[config.mk]
export PLATFORM = sky130hd
export DESIGN_NAME = auth_cmd_rx
export DESIGN_NICKNAME = d
export VERILOG_FILES = /design/src/rtl/auth_pkg.sv /design/src/rtl/auth_rx_sync.sv /design/src/rtl/auth_cmd_rx.sv
export SDC_FILE = /design/constraint.sdc
export NUM_CORES = 1
export LEC_CHECK = 0
export ABC_AREA = 1
export BUFFER_PORTS_ARGS = -buffer_cell sky130_fd_sc_hd__clkbuf_2
export CORE_ASPECT_RATIO = 0.7
export CORE_MARGIN = 1
export CORE_UTILIZATION = 59
export DETAILED_ROUTE_END_ITERATION = 10
export PLACE_DENSITY = 0.76
export SYNTH_ARGS = -nofsm -noshare
export SYNTH_HDL_FRONTEND = slang
export SYNTH_HIERARCHICAL = 1
export SYNTH_SLANG_ARGS = --single-unit
[constraint.sdc]
create_clock -name clk -period 1.95 [get_ports clk]
set_input_delay 0.0975 -clock clk [delete_from_list [all_inputs] [get_ports clk]]
set_output_delay 0.0975 -clock clk [all_outputs]
set_load 0.03 [all_outputs]
[src/rtl/auth_pkg.sv]
// auth_pkg: receiver state encoding, default baud divisor and the command codes
// shared between auth_cmd_rx and the downstream auth FSM.
package auth_pkg;

    typedef enum logic [1:0] {IDLE, START, DATA, STOP} rx_state_e;

    localparam int BAUD_DIV_DEFAULT = 2604;

    localparam logic [7:0] AUTH_GO   = 8'h47;
    localparam logic [7:0] AUTH_STOP = 8'h53;

    function automatic logic is_auth_cmd(input logic [7:0] b);
        return (b == AUTH_GO) || (b == AUTH_STOP);
    endfunction

endpackage

[src/rtl/auth_rx_sync.sv]
// auth_rx_sync: two-flop synchronizer for the serial line; presets high so an
// idle line never looks like a start bit coming out of reset.
module auth_rx_sync (
    input  logic clk,
    input  logic rst,
    input  logic d_i,
    output logic q_o
);

    logic [1:0] ff_q;

    always_ff @(posedge clk or posedge rst) begin
        if (rst)
            ff_q <= 2'b11;
        else
            ff_q <= {ff_q[0], d_i};
    end

    assign q_o = ff_q[1];

endmodule

[src/rtl/auth_cmd_rx.sv]
// auth_cmd_rx: 8N1 UART receiver delivering command bytes with a rdy/clr_rdy handshake.
// Define FRM_ERR_EN to drop bytes with a bad stop bit and expose the frm_err pulse.
module auth_cmd_rx
    import auth_pkg::*;
#(
    parameter int BAUD_DIV = BAUD_DIV_DEFAULT
) (
    input  logic       clk,
    input  logic       rst,
    input  logic       RX,
    input  logic       clr_rdy,
    output logic [7:0] rx_data,
    output logic       rdy
`ifdef FRM_ERR_EN
    ,
    output logic       frm_err
`endif
);

    localparam logic [11:0] HALF = 12'(BAUD_DIV / 2);
    localparam logic [11:0] FULL = 12'(BAUD_DIV);
`ifdef FRM_ERR_EN
    localparam bit CHECK_STOP = 1'b1;
`else
    localparam bit CHECK_STOP = 1'b0;
`endif

    logic       rx_s;
    logic       rx_prev_q;
    rx_state_e  state_q;
    logic [11:0] cnt_q;
    logic [2:0] bit_cnt_q;
    logic [8:0] shift_q;
    logic       done_q;
    logic [7:0] rx_data_q;
    logic       rdy_q;
    logic       expired;
`ifdef FRM_ERR_EN
    logic       frm_err_q;
`endif

    auth_rx_sync u_sync (
        .clk (clk),
        .rst (rst),
        .d_i (RX),
        .q_o (rx_s)
    );

    assign expired = (cnt_q == 12'd1);

    // Stop bit lands in shift_q[8] and the byte in shift_q[7:0]; delivery happens
    // the cycle after the stop sample so IDLE can already accept the next edge.
    always_ff @(posedge clk or posedge rst) begin
        if (rst) begin
            rx_prev_q <= 1'b1;
            state_q   <= IDLE;
            cnt_q     <= '0;
            bit_cnt_q <= '0;
            shift_q   <= '0;
            done_q    <= 1'b0;
            rx_data_q <= '0;
            rdy_q     <= 1'b0;
`ifdef FRM_ERR_EN
            frm_err_q <= 1'b0;
`endif
        end else begin
            rx_prev_q <= rx_s;
            done_q    <= 1'b0;
`ifdef FRM_ERR_EN
            frm_err_q <= 1'b0;
`endif
            if (clr_rdy)
                rdy_q <= 1'b0;
            if (done_q) begin
                if (shift_q[8] || !CHECK_STOP) begin
                    rx_data_q <= shift_q[7:0];
                    rdy_q     <= 1'b1;
                end
`ifdef FRM_ERR_EN
                else
                    frm_err_q <= 1'b1;
`endif
            end
            case (state_q)
                IDLE: begin
                    if (rx_prev_q && !rx_s) begin
                        state_q <= START;
                        cnt_q   <= HALF;
                    end
                end
                START: begin
                    if (expired) begin
                        cnt_q <= FULL;
                        if (!rx_s) begin
                            state_q   <= DATA;
                            bit_cnt_q <= '0;
                            rdy_q     <= 1'b0;
                        end else begin
                            state_q <= IDLE;
                        end
                    end else begin
                        cnt_q <= cnt_q - 12'd1;
                    end
                end
                DATA: begin
                    if (expired) begin
                        cnt_q     <= FULL;
                        shift_q   <= {rx_s, shift_q[8:1]};
                        bit_cnt_q <= bit_cnt_q + 3'd1;
                        if (bit_cnt_q == 3'd7)
                            state_q <= STOP;
                    end else begin
                        cnt_q <= cnt_q - 12'd1;
                    end
                end
                STOP: begin
                    if (expired) begin
                        cnt_q   <= FULL;
                        shift_q <= {rx_s, shift_q[8:1]};
                        done_q  <= 1'b1;
                        state_q <= IDLE;
                    end else begin
                        cnt_q <= cnt_q - 12'd1;
                    end
                end
                default: state_q <= IDLE;
            endcase
        end
    end

    assign rx_data = rx_data_q;
    assign rdy     = rdy_q;
`ifdef FRM_ERR_EN
    assign frm_err = frm_err_q;
`endif

endmodule

==> flow_summary.ini <==
[run_status]
status = complete, no violations

[detailed_routing]
ant_nets = 0
wirelength_um = 3420
drt_iter0_drc = 91
drtPass1Iterations = 4
drc_errors = 0
via_per_inst = 5.22
avgRoutedWirePerCell_um = 12.5
vias = 1430

[yosys]
synth_cell_types = 25
async_flop_share_pct = 100
ys_seq_elements = 39
avgSynthCellArea_um2 = 8.51
netlist_area_um2 = 1850
syn-num-nets = 226
ys.flop_type = dfrtp_1
synth-edff-count = 0
ys_warn_count = 6
ys_seq_area_share_pct = 52.8
postSynthCellCount = 218

[finish]
fillers = 239
n_antenna_cell = 0
layout.nets = 245
multiInputGateArea_um2 = 757
drive_above_1_share_pct = 18.5
utilization_pct = 71.4
syn_to_final_growth_pct = 11.0
register_area_um2 = 980

[power_and_ir_drop]
intPower_mw = 1.45
pwr-share-clk_pct = 23.2
powerDensity_nw_per_um2 = 1140
switching_share_pct = 38.0
combPwrFrac_pct = 31.0
seqPwrFrac_pct = 45.8
netSwitchingPower_mw = 0.892
static-leakage-power_nw = 1.11
ir_drop_mv = 0.753

[global_route]
track_usage_pct = 23.5
grt_pass1_wl_um = 6280
grt_max_degree = 38
overflow = 0
grt_pass1_vias = 1480
antenna_found_initial = 0

[clock_network]
h-tree-depth = 2
clkTransAtPathRegs_ns = 0.07
ctsLongestPathBuffers = 2
clock-sinks = 39
cts_buffers = 5
postCtsHoldBufs = 2
post_cts_resized = 0
postCtsSetupBuffers = 0
clock-root-buffer = clkbuf_8
cts_tree = done
clk_latency_ns = 0.28

[sta]
rsz0062_at_grt = false
max_freq_mhz = 603
fin_crit_sh_pct = 85.1
fin_crit_ns = 1.66
tightest_slew_ns = 0.446
setup_viol = 0
setup_tns_ns = 0
slew_headroom_pct = 70.3
hold_violations = 0
slew_viol_final = 0
fin_skew_ns = 0.00932

[setup_path]
cp-start-kind = flop
slowest_stage = dfrtp_1
criticalPathCategory = flop to flop
slowest_delay_ns = 0.41
end_kind = flop
reg2reg_slack_ns = 0.29
cp_top_family = simple AND/OR/NAND/NOR gates
critPathArrivalTime_ns = 1.83
cpMostUsedCell = nand2_1
cp.buffers_inverters = 1
cp_max_fo = 13
required_ns = 2.12
path_cells = inv_1 -> ha_1 -> nand2_2 -> nor2_4 -> nand2_4 -> nand2_1 -> nand3_1 -> nand2_1 -> nand2_1

[floorplan]
die_w_um = 69.0
core_area_um2 = 2880
die_h_um = 48.9
start_util_pct = 64.3
ioPinCount = 13
core.rowCount = 16
die_area_um2 = 3370

[place]
dp_hpwl_um = 2500
gp_congestion = 0.942
numPortBuffers = 12

[job]
max_cap_violations = 0

[worst_hold_path]
hp-class = input port to flop
## flip-flops by register name (all words and copies together), names as in the netlist, named ones only
| register | count |
|---|---|
| rx_prev_q | 1 |
| state_q | 1 |
| u_sync/ff_q | 2 |
| shift_q | 9 |
| bit_cnt_q | 3 |
| rdy | 1 |
| done_q | 1 |
| cnt_q | 12 |
| rx_data | 8 |
## cell type report
cell class | instances | share of cell area, %
tap | 36 | 2.19
timing repair buffer | 15 | 4.26
inverter | 26 | 4.74
clock buffer | 7 | 4.19
multi-input combinational | 150 | 36.8
clock inverter | 1 | 0.243
sequential | 39 | 47.6
## logic make-up after synthesis
kind of cell               after synthesis  synth area share [%]
and+or+nand+nor                        117                  28.5
adders and majority gates                4                  2.70
buffers and inverters                   29                  6.34
AOI/OAI and AO/OA                       27                  8.64
xor gates and xnor gates                 2                 0.945
DFF                                     39                  52.8
## power groups by stage
stage          registers [mW]  logic (mW)  clock network [mW]
6_report                 1.07       0.726               0.544
5_1_grt                  1.09       0.838               0.583
4_1_cts                  1.07       0.727               0.553
3_5_place_dp             1.08       0.722                   0
3_3_place_gp             1.07       0.675                   0
2_1_floorplan            1.05       0.565                   0
## layout by cell type, fill, tap and decap left out, types with 3 or more instances in the layout
cell type and count:
nand4_1 4, clkbuf_2 12, inv_1 24, o21ai_2 6, dfrtp_1 36, o21ai_0 19, nand2_2 5, nand3_1 14
nor2_1 11, nand2_1 74, clkbuf_8 6, dfstp_2 3, ha_1 4
## synth_stat cells, drive strengths merged (2+ instances only)
library cell   n  area [um^2]
nand2         80          320
nor2          16         96.3
or2            2         12.5
o21ai         25          148
nand3         14         70.1
ha             4         50.1
buf            2         16.3
inv           26         97.6
dfstp          3         78.8
nand4          4         25.0
dfrtp         36          901
## worst register-to-register path, stage by stage (launching register included)
cell and delay (ns):
dfrtp_1 0.41, inv_1 0.09, ha_1 0.16, nand2_2 0.07
nor2_4 0.15, nand2_4 0.15, nand2_1 0.25, nand3_1 0.13
nand2_1 0.10, nand2_1 0.05
## final timing paths
path | start | end | cells past startpoint
worst max-delay path | cnt_q[1]$_DFFE_PP0P_ | state_q[0]$_DFFE_PP0P_ | 9
worst min-delay path | clr_rdy | rdy$_DFF_PP0_ | 4
worst max register to register | cnt_q[1]$_DFFE_PP0P_ | state_q[0]$_DFFE_PP0P_ | 9
worst min register to register | u_sync/ff_q[0]$_DFF_PP1_ | u_sync/ff_q[1]$_DFF_PP1_ | 0
max in group asynchronous | rst | rx_prev_q$_DFF_PP1_ | 4
min in group asynchronous | rst | u_sync/ff_q[1]$_DFF_PP1_ | 3
## stage by stage
step,setup WS (ns),area (um^2),hold WS (ns),std cells,power [mW]
5_1_grt,0.186,2060,0.180,274,2.51
3_3_place_gp,0.395,1950,0.109,264,1.75
3_5_place_dp,0.325,1950,0.128,264,1.80
2_1_floorplan,0.563,1850,0.00900,218,1.62
6_report,0.291,2060,0.162,274,2.35
4_1_cts,0.302,2060,0.151,274,2.35
## per-layer routing
metal / track usage, % / wire (um) / vias up
li1: - / - / 724
met5: 0 / 0 / -
met4: 5.44 / 19 / 0
met2: 40.0 / 1550 / 30
met1: 30.3 / 1690 / 672
met3: 6.40 / 163 / 4
(Power assumes the default switching activity.)
